===== src/rtl/bin_to_onehot_ctrl.sv =====
// rtl/bin_to_onehot_ctrl.sv - registered binary-to-one-hot decoder with direct and scan modes
//
// Purpose:
//   Decodes a binary code into one of N_OUT one-hot lines. Code 0 selects
//   no line, and code k selects line k (bit k-1). Direct mode registers the
//   decode of each accepted code. Scan mode steps through lines 1..N_OUT on
//   its own, holding each line for i_div+1 cycles.
//
// Ports:
//   i_clk     clock
//   i_rst     synchronous active-high reset
//   i_mode    0 = direct, 1 = scan; becomes the state on the next edge
//   i_valid   code present on i_code (direct mode)
//   i_code    binary code, 0 = no line
//   o_ready   code accepted when i_valid && o_ready
//   i_div     scan dwell minus one, in cycles per line
//   i_hold    freeze scan position and dwell counter
//   o_onehot  registered one-hot lines, bit k-1 = code k
//   o_idx     registered binary index of the active line (0 = none)
//   o_valid   one-cycle pulse when o_onehot/o_idx were updated
//   o_err     one-cycle pulse with o_valid when the accepted code > N_OUT
module bin_to_onehot_ctrl #(
  parameter int W_IN  = 3,
  parameter int N_OUT = 7,
  parameter int DIV_W = 16
) (
  input  logic               i_clk,
  input  logic               i_rst,
  input  logic               i_mode,
  input  logic               i_valid,
  input  logic [W_IN-1:0]    i_code,
  output logic               o_ready,
  input  logic [DIV_W-1:0]   i_div,
  input  logic               i_hold,
  output logic [N_OUT-1:0]   o_onehot,
  output logic [W_IN-1:0]    o_idx,
  output logic               o_valid,
  output logic               o_err
);

  typedef enum logic {
    S_DIRECT = 1'b0,
    S_SCAN   = 1'b1
  } state_t;

  localparam logic [W_IN-1:0] FIRST_CODE = W_IN'(1);
  localparam logic [W_IN-1:0] LAST_CODE  = W_IN'(N_OUT);

  // Out-of-range codes fall through with no bit set.
  function automatic logic [N_OUT-1:0] decode(input logic [W_IN-1:0] code);
    logic [N_OUT-1:0] oh;
    oh = '0;
    for (int k = 0; k < N_OUT; k++) begin
      oh[k] = (code == W_IN'(k + 1));
    end
    return oh;
  endfunction

  state_t             state_q, state_d;
  logic [DIV_W-1:0]   cnt_q, cnt_d;
  logic [DIV_W-1:0]   div_q, div_d;
  logic [N_OUT-1:0]   onehot_q, onehot_d;
  logic [W_IN-1:0]    idx_q, idx_d;
  logic               valid_q, valid_d;
  logic               err_q, err_d;
  logic [W_IN-1:0]    scan_next;

  assign o_ready  = !i_rst && (state_q == S_DIRECT);
  assign o_onehot = onehot_q;
  assign o_idx    = idx_q;
  assign o_valid  = valid_q;
  assign o_err    = err_q;

  assign scan_next = (idx_q == LAST_CODE) ? FIRST_CODE : idx_q + FIRST_CODE;

  always_ff @(posedge i_clk) begin
    if (i_rst) begin
      state_q  <= S_DIRECT;
      cnt_q    <= '0;
      div_q    <= '0;
      onehot_q <= '0;
      idx_q    <= '0;
      valid_q  <= 1'b0;
      err_q    <= 1'b0;
    end else begin
      state_q  <= state_d;
      cnt_q    <= cnt_d;
      div_q    <= div_d;
      onehot_q <= onehot_d;
      idx_q    <= idx_d;
      valid_q  <= valid_d;
      err_q    <= err_d;
    end
  end

  always_comb begin
    state_d  = i_mode ? S_SCAN : S_DIRECT;
    cnt_d    = cnt_q;
    div_d    = div_q;
    onehot_d = onehot_q;
    idx_d    = idx_q;
    valid_d  = 1'b0;
    err_d    = 1'b0;

    if (state_d != state_q) begin
      // A mode change takes priority over a pending handshake or terminal count.
      cnt_d = '0;
      div_d = i_div;
      if (state_d == S_SCAN) begin
        idx_d    = FIRST_CODE;
        onehot_d = decode(FIRST_CODE);
        valid_d  = 1'b1;
      end else begin
        idx_d    = '0;
        onehot_d = '0;
      end
    end else if (state_q == S_DIRECT) begin
      if (i_valid && o_ready) begin
        valid_d  = 1'b1;
        onehot_d = decode(i_code);
        if (i_code > LAST_CODE) begin
          idx_d = '0;
          err_d = 1'b1;
        end else begin
          idx_d = i_code;
        end
      end
    end else if (!i_hold) begin
      if (cnt_q == div_q) begin
        // Dwell complete: step, and pick up any new rate for the next dwell.
        cnt_d    = '0;
        div_d    = i_div;
        idx_d    = scan_next;
        onehot_d = decode(scan_next);
        valid_d  = 1'b1;
      end else begin
        cnt_d = cnt_q + DIV_W'(1);
      end
    end
  end

endmodule


===== config.mk =====
export PLATFORM = sky130hd
export DESIGN_NAME = bin_to_onehot_ctrl
export DESIGN_NICKNAME = d
export VERILOG_FILES = /design/src/rtl/bin_to_onehot_ctrl.sv
export SDC_FILE = /design/constraint.sdc
export NUM_CORES = 1
export LEC_CHECK = 0
export ABC_CLOCK_PERIOD_IN_PS = 2900
export BUFFER_PORTS_ARGS = -buffer_cell sky130_fd_sc_hd__buf_4
export CORE_MARGIN = 3
export CORE_UTILIZATION = 57
export DETAILED_ROUTE_END_ITERATION = 8
export GPL_TIMING_DRIVEN = 1
export HOLD_SLACK_MARGIN = 0.03
export PLACE_DENSITY_LB_ADDON = 0.12
export SYNTH_ARGS = -nofsm -noshare
export SYNTH_HDL_FRONTEND = slang
export SYNTH_SLANG_ARGS = --single-unit

===== constraint.sdc =====
create_clock -name i_clk -period 2.9 [get_ports i_clk]
set_input_delay 0.145 -clock i_clk [delete_from_list [all_inputs] [get_ports i_clk]]
set_output_delay 0.145 -clock i_clk [all_outputs]
set_load 0.05 [all_outputs]

After elaboration in Yosys (flattened, before gate mapping)
Index checks and enable logic that the tools add are counted.
{ "classes": {"order_cmp": 1, "bitwise": 3, "reduce_logical": 11, "n_div": 0, "multipliers": 0, "muxes": 27, "shifts": 0, "n_eq_ne": 20, "addsub": 2} }
{ "op_table": {"columns": ["operator", "n"], "rows": [
  ["2-to-1 mux 16 bit", 5],
  ["2-to-1 mux 7 bit", 5],
  ["== test 3 bit (second input constant)", 9],
  ["2-to-1 mux 3 bit", 7],
  ["adder 16 x 1 -> 16 bit (second input constant)", 1],
  ["== test 16 bit", 1],
  ["== test 3 x 2 -> 1 bit (second input constant)", 4],
  ["2-to-1 mux 1 bit", 10],
  ["== test 3 x 1 -> 1 bit (second input constant)", 2],
  ["AND reduction 3 bit", 2],
  ["nonzero test 2 bit", 2],
  ["OR reduction 4 bit", 1],
  ["adder 3 x 1 -> 3 bit (second input constant)", 1],
  ["> comparator 3 bit (second input constant)", 1],
  ["inequality test 3 x 1 -> 1 bit (second input constant)", 1],
  ["inequality test 3 x 2 -> 1 bit (second input constant)", 1],
  ["NOT 1 bit", 3],
  ["nonzero test 3 bit", 1],
  ["logical AND 1 bit", 2],
  ["inequality test 2 x 1 -> 1 bit (second input constant)", 1],
  ["AND reduction 2 bit", 1],
  ["OR reduction 2 bit", 1],
  ["logical NOT 1 bit", 1],
  ["inequality test 1 bit", 1]
]} }
{ "word_totals": {"register_bits": 45, "mem_bits_ro": 0, "inputBits": 24, "mem_count": 0, "mem_bits_rw": 0, "latchBits": 0, "word_cells": 71} }

Depth between registers and ports, before layout
Gate-level depths: netlist of run 1.
{ "depth": {"depth_word": 7, "mapped_depth": 10} }

Worst setup path before layout of run 1
OpenSTA, ideal clock, no wires.
{ "synth_path": {"path_kind": "reg-to-reg", "startpoint": "reg state_q", "endpoint": "reg div_q[12]", "synth_period_minus_slack_ns": 2.172, "arrival_time_ns": 2.066, "stages_incl_launch_ff": 11, "n_path_buf": 4, "slack_ns": 0.728, "cell_sequence": "dfxtp_1 buf_2 inv_1 ha_1 buf_2 inv_1 nor2_1 clkbuf_1 clkbuf_1 a31oi_1 o311ai_0"} }
{ "synth_via": {"elab_chain_cells": 3} }
{ "synth_lines": {"columns": ["item", "line", "rtl"], "rows": [
  ["start: declaration", "59", "state_t state_q, state_d;"],
  ["start signal: assignment", "86", "state_q <= state_d;"],
  ["inequality test 1 bit", "105", "if (state_d != state_q) begin"],
  ["inequality test 2 x 1 -> 1 bit (no source line) / nonzero test 2 bit (equally long branches)", null, null],
  ["AND reduction 3 bit (no source line)", null, null],
  ["end signal: assignment", "88", "div_q <= div_d;"],
  ["end: declaration", "61", "logic [DIV_W-1:0] div_q, div_d;"]
]} }
Parallel ways exist; a longest one is shown, timed or not.
A chain may end at the register's enable or synchronous reset.

Final worst setup path of run 1
{ "layout_path": {"startpoint": "reg cnt_q[5]", "endpoint": "reg div_q[3]"} }
{ "layout_via": {"elab_chain_cells": 3} }
{ "layout_lines": {"columns": ["item", "line", "rtl"], "rows": [
  ["start: declaration", "60", "logic [DIV_W-1:0] cnt_q, cnt_d;"],
  ["start signal: assignment", "87", "cnt_q <= cnt_d;"],
  ["== test 16 bit", "129", "if (cnt_q == div_q) begin"],
  ["nonzero test 2 bit (no source line)", null, null],
  ["AND reduction 3 bit (no source line)", null, null]
]} }
Every way passes these cells.

==> results.cfg, run 1 <==
[outcome]
status = complete, no violations

[final_layout]
fin_cells = 396
syn_to_final_growth_pct = 14.2
diodes = 0
final_nets = 373
drive_gt1_share_pct = 17.7
postLayoutCellArea_sq_um = 3000

[clocking]
worstSkewPairLatency_ns = 0.31
hold_buffers = 0
cts_buffer_depth = 2
cts_resized = 0
cts-root-buf = clkbuf_8
cts_buffers = 5
clkTransAtPathRegs_ns = 0.09
cts.sinks = 45
cts_tree = done
htreeDepth = 2
post_cts_buffers = 0

[worst_hold_path]
worstHoldStart = i_div[12]
hold_depth = 3
hold_path_class = in2reg
min_to = div_q[12]

[placed_design]
pre_cts_slack_ns = 0.764
numPortBuffers = 36
hpwlAfterDp_mm = 4.22
place.gp.congestion = 0.902
dpl-instance-area_sq_um = 2900
place_inst = 388

[setup_path]
worst_setup_path_start_kind = register
reg2reg_depth = 6
cp_slowest_stage_delay_ns = 0.53
crit_buf_inv = 1
crit_chain = xnor2_1 -> nand4_2 -> nor4_4 -> buf_4 -> nand4_1 -> o311ai_0
r2r_setup_slack_ns = 0.74
rr_startpoint = cnt_q[5]
cp_max_fo = 32
cpMaxStageDelayCell = nor4_4
critPathRequiredTime_ns = 3.09
critPathArrivalTime_ns = 2.35
worst-setup-path-type = reg2reg
timing.critical_path.max_delay_family = simple AND/OR/NAND/NOR gates
cp-end-kind = register
r2r_end = div_q[3]

[die]
ioPinCount = 37
start_util_pct = 59.4
core_sq_um = 4410
die_area_sq_um = 5450
rows = 24
dieWidth_microns = 73.8
dieHeight_microns = 73.8

[logic_synthesis]
syn_inst = 319
postSynth.asyncResetShare_pct = 0
synth_top_area_share_pct = 34.3
synth_warnings = 0
synth_cell_types = 45
synthTopCellsByCount = dfxtp_1, nand2_1, nor2_1
syn_area_sq_um = 2620
post_synth.cell_area_avg_sq_um = 8.22
synth-main-ff-cell = dfxtp_1
seq_area_frac_synth_pct = 34.3
synth_area_leaders = dfxtp_1, xnor2_1, nand4_1
yosysMostFrequentCell = dfxtp_1
synthesis.nets = 349
synth-seq-cells = 45
synth_edf_count = 0
yosys.area.top_type = dfxtp_1

[global_routing]
antenna_found_initial = 0
grt_overflow = 0
grt_first_pass_wirelength_mm = 10.2
grt_usage_pct = 23.7
grt_max_degree = 49
first_global_vias = 2135

[sta]
final.setup.tns_ns = 0
setup_ws_ns = 0.745
max_freq_mhz = 464
rsz0062_at_grt = false
setup-violations-final = 0
maxSlewHeadroom_pct = 61.1
fin_crit_sh_pct = 74.3
fin_worst_skew_ns = 0.00870
min_period_ns = 2.16
finalMaxSlewViolations = 0
hold_viol = 0
tightest_slew_ns = 0.583

[detailed_routing]
antenna_left = 0
initialDrtViolationCount = 166
wl_per_cell_microns = 14.8
first_pass_iters = 4
avgViaCountPerCell = 6.13
num_vias = 2429
wirelength_mm = 5.88
post-route-drc-count = 0

[pwr]
leakage_nw = 1.07
p_per_area_nw_per_um2 = 500
vdd_drop_max_uv = 246

[run]
cap_violations = 0
## sequential cells by signal (all words and copies together) (netlist names)
signal,flops
cnt_q,16
div_q,16
o_err,1
o_idx,3
o_onehot,7
o_valid,1
state_q,1
## placed cells by master (no fill, tap or decap), drive strengths merged, types with 3 or more instances in the layout
| cell | synthesis | final |
|---|---|---|
| a31oi | 17 | 17 |
| and3 | 3 | 3 |
| ha | 6 | 6 |
| nor3 | 22 | 22 |
| o21ai | 6 | 6 |
| a21o | 6 | 6 |
| buf | 8 | 41 |
| nand2 | 29 | 29 |
| a21oi | 13 | 13 |
| dfxtp | 45 | 45 |
| clkbuf | 16 | 6 |
| nor2b | 3 | 3 |
| o311ai | 16 | 16 |
| mux2i | 4 | 4 |
| xor2 | 4 | 4 |
| nand4 | 23 | 23 |
| nor2 | 27 | 27 |
| nand3 | 18 | 18 |
| inv | 8 | 8 |
| xnor2 | 23 | 23 |
## worst reg2reg max path: cells and delay by family, from the launching register on
| family | cells | cell delay, ns |
|---|---|---|
| flops | 1 | 0.47 |
| xor+xnor | 1 | 0.18 |
| buf+inv | 1 | 0.38 |
| simple gates | 3 | 0.89 |
| compound gates | 1 | 0.13 |
## layout make-up
| type | count | area [sq um] |
|---|---|---|
| Inverter | 8 | 30.0 |
| Tap cell | 52 | 65.1 |
| Fill cell | 393 | 1420 |
| Clock buffer | 6 | 82.6 |
| Clock inverter | 2 | 13.8 |
| Sequential cell | 45 | 901 |
| Timing Repair Buffer | 41 | 320 |
| Multi-Input combinational cell | 242 | 1580 |
## through the flow
step / power [mW] / hold WS [ns] / util (%)
final: 1.50 / 0.0797 / 67.9
after global routing: 1.58 / 0.0904 / 67.9
after CTS: 1.51 / 0.0803 / 67.9
after detailed placement: 1.09 / 0.402 / 65.7
after global placement: 1.09 / 0.394 / 65.7
after floorplan: 0.999 / 0.291 / -
## metal layers
| metal | track usage, % | up-vias | share of wire, % |
|---|---|---|---|
| li1 | - | 1237 | - |
| met1 | 35.0 | 1139 | 49 |
| met2 | 34.5 | 49 | 46 |
| met3 | 4.92 | 4 | 4.5 |
| met4 | 6.64 | 0 | 0.78 |
| met5 | 0 | - | 0 |
## worst max path at each step
stage / from / to / slack (ns) / cells after the start
2_1_floorplan: state_q / div_q[12] / 0.73 / 10
3_3_place_gp: cnt_q[5] / div_q[9] / 0.83 / 6
3_5_place_dp: cnt_q[5] / div_q[10] / 0.76 / 6
4_1_cts: cnt_q[5] / div_q[10] / 0.74 / 6
5_1_grt: cnt_q[5] / div_q[3] / 0.50 / 6
6_report: cnt_q[5] / div_q[3] / 0.74 / 6
## cells by family (layout without fill, tap and decap cells)
family                   count (synthesis)  after routing  share of synthesized area (%)
other                                    1              1                          0.143
buffers and inverters                   32             57                           5.53
multiplexers                             4              4                           1.53
AO/OA/AOI/OAI                           67             67                           19.0
flip-flops                              45             45                           34.3
AND/OR/NAND/NOR                        137            137                           27.3
XOR/XNOR                                27             27                           9.30
adder cells (fa/ha/maj)                  6              6                           2.86
## report_power, final
part	internal (mW)	switching [mW]
Sequential	0.664	0.0380
Clock	0.193	0.223
Combinational	0.140	0.238
No activity file was read; power rests on OpenSTA's default activity.
==> inputs of run 2 (changes only) <==
--- a/config.mk
+++ b/config.mk
@@ -5,7 +5,8 @@
 export SDC_FILE = /design/constraint.sdc
 export NUM_CORES = 1
 export LEC_CHECK = 0
-export ABC_CLOCK_PERIOD_IN_PS = 2900
+export ABC_AREA = 1
+export ABC_CLOCK_PERIOD_IN_PS = 2100
 export BUFFER_PORTS_ARGS = -buffer_cell sky130_fd_sc_hd__buf_4
 export CORE_MARGIN = 3
 export CORE_UTILIZATION = 57
==> constraint.sdc (replaced) <==
create_clock -name i_clk -period 2.1 [get_ports i_clk]
set_input_delay 0.105 -clock i_clk [delete_from_list [all_inputs] [get_ports i_clk]]
set_output_delay 0.105 -clock i_clk [all_outputs]
set_load 0.05 [all_outputs]
==> run 2 against run 1 <==
  * Clock power is 32% higher
  * Critical path depth is 2 higher
  * Power is 35% higher
  * Synthesized area is 2.8% lower
  * Core utilization is 3.2 points higher
  * Clock skew is 0.0053 ns higher
  * Combinational power is 37% higher
  * Sequential share of layout area is 0.52 points higher
  * Critical path type unchanged
  * Critical endpoint is now o_onehot[2]
==> results.cfg, run 2 <==
[setup_path]
timing.critical_path.max_delay_family = buffers and inverters
crit_chain = inv_4 -> ha_1 -> inv_1 -> a32oi_1 -> buf_4 -> nand3_1 -> nand2_1 -> nor2_1
critPathArrivalTime_ns = 1.92
cp_max_fo = 20
worst_setup_path_start_kind = register
cp-end-kind = register
critPathRequiredTime_ns = 2.29
worst-setup-path-type = reg2reg
crit_buf_inv = 3
cp_slowest_stage_delay_ns = 0.38
cpMaxStageDelayCell = dfxtp_1

[pwr]
seqPwrFrac_pct = 47.3
swShare_pct = 33.8
vdd_drop_max_uv = 541
combPwrFrac_pct = 25.6
switching_power_mw = 0.685
leakage_nw = 1.45
clkPwrFrac_pct = 27.1
internal_power_mw = 1.34
p_per_area_nw_per_um2 = 688

[clocking]
clkTransAtPathRegs_ns = 0.08
cts_tree = done
cts_buffer_depth = 2
htreeDepth = 2
cts_resized = 0
worstSkewPairLatency_ns = 0.31
cts_buffers = 5
cts.sinks = 45
cts-root-buf = clkbuf_8

[logic_synthesis]
postSynth.asyncResetShare_pct = 0
synthSimpleGateAreaFrac_pct = 37.5
synth_warnings = 0
synth_edf_count = 0
syn_inst = 408
synth_top_area_share_pct = 35.3
seq_area_frac_synth_pct = 35.3
synthTopCellsByCount = nand2_1, nor2_1, inv_1
synth_mux_area_share_pct = 0
synth-main-ff-cell = dfxtp_1
synth-seq-cells = 45
synth_xor_area_share_pct = 2.40
yosys.area.top_type = dfxtp_1
yosysMostFrequentCell = nand2_1
synth_top_family_by_area = simple AND/OR/NAND/NOR gates
syn_area_sq_um = 2550
synth_cell_types = 25
synthAdderAreaFrac_pct = 2.94
post_synth.cell_area_avg_sq_um = 6.25
synthesis.nets = 438
synth_compound_area_share_pct = 8.24
synth_area_leaders = dfxtp_1, nand2_1, nor2_1

[sta]
maxSlewHeadroom_pct = 66.4
finalMaxSlewViolations = 0
tightest_slew_ns = 0.498
final.setup.tns_ns = 0
rsz0062_at_grt = false
min_period_ns = 1.72
fin_crit_sh_pct = 82.0
hold_viol = 0
setup-violations-final = 0
fin_worst_skew_ns = 0.0140
max_freq_mhz = 580

[detailed_routing]
initialDrtViolationCount = 122
post-route-drc-count = 0
antenna_left = 0
wirelength_mm = 5.42
num_vias = 2496
avgViaCountPerCell = 5.05
wl_per_cell_microns = 11.0
first_pass_iters = 4

[final_layout]
syn_to_final_growth_pct = 15.5
most-common-layout-cells = nand2_1, nor2_1, inv_1, dfxtp_1, buf_4
layout_commonest_cell = nand2_1
fillers = 358
post-route-util_pct = 71.0
multi_input_area_sq_um = 1310
fin_cells = 494
drive_gt1_share_pct = 14.4
diodes = 0
register_area_sq_um = 901
postLayoutCellArea_sq_um = 2940
final_nets = 473

[outcome]
status = complete, no violations

[placed_design]
hpwlAfterDp_mm = 3.94
numPortBuffers = 36
dpl-instance-area_sq_um = 2840
place_inst = 485
place.gp.congestion = 0.962

[die]
die_area_sq_um = 5310
rows = 23
ioPinCount = 37
core_sq_um = 4140
dieHeight_microns = 72.9
dieWidth_microns = 72.9
start_util_pct = 61.5

[global_routing]
grt_max_degree = 33
first_global_vias = 2318
grt_first_pass_wirelength_mm = 9.69
grt_usage_pct = 22.8
grt_overflow = 0
antenna_found_initial = 0

[run]
cap_violations = 0

[worst_hold_path]
hold_path_class = in2reg
run 2: layout make-up:
class | instances | area share, %
clock inverters | 3 | 0.722
multi-input cells | 284 | 44.5
well taps | 50 | 2.12
repair buffers | 42 | 11.2
inverters | 65 | 8.46
flip-flops and latches | 45 | 30.6
clock buffers | 5 | 2.34
run 2: layer usage:
| layer | wire (microns) | up-vias | track usage (%) |
|---|---|---|---|
| li1 | - | 1313 | - |
| met1 | 2500 | 1127 | 27.6 |
| met2 | 2540 | 45 | 40.1 |
| met3 | 274 | 11 | 4.27 |
| met4 | 95 | 0 | 7.99 |
| met5 | 0 | - | 0 |
run 2: power groups by stage:
stage	Clock [mW]	Sequential, mW	Combinational (mW)
after global routing	0.593	0.966	0.585
final	0.548	0.957	0.519
after detailed placement	0	0.978	0.517
after floorplan	0	1.04	0.325
after global placement	0	0.976	0.506
after CTS	0.556	0.958	0.520
run 2: repair_timing:
action                                  in CTS  in global routing
endpoints found under the hold margin        1                  0
setup buffers                                0                  0
endpoints found under the setup margin       0                  0
hold buffers                                 1                  0
run 2: final timing paths:
kind | startpoint | end | slack, ns | depth (start not counted)
max | state_q | o_onehot[2] | 0.38 | 8
min | i_mode | state_q | 0.06 | 3
max reg2reg | state_q | o_onehot[2] | 0.38 | 8
min reg2reg | o_onehot[5] | o_onehot[5] | 0.49 | 2
run 2: kinds of logic after synthesis:
kind of cell,after synthesis
other,1
AO/OA/AOI/OAI,39
adder cells (fa/ha/maj),6
AND/OR/NAND/NOR,231
XOR/XNOR,7
flip-flops,45
buffers and inverters,79
run 2: worst reg2reg max path, delay by kind of cell (launching register included):
kind                       cells  cell delay (ns)
adders and majority gates      1             0.35
AOI/OAI and AO/OA              1             0.20
buffers and inverters          3             0.47
DFF                            1             0.38
and+or+nand+nor                3             0.23
run 2: stage by stage:
| stage | setup slack [ns] | total power, mW | hold WS (ns) |
|---|---|---|---|
| 3_3_place_gp | 0.459 | 1.48 | 0.306 |
| 4_1_cts | 0.390 | 2.03 | 0.0624 |
| 2_1_floorplan | 0.140 | 1.36 | 0.177 |
| 5_1_grt | 0.187 | 2.14 | 0.0870 |
| 6_report | 0.377 | 2.02 | 0.0616 |
| 3_5_place_dp | 0.406 | 1.49 | 0.305 |
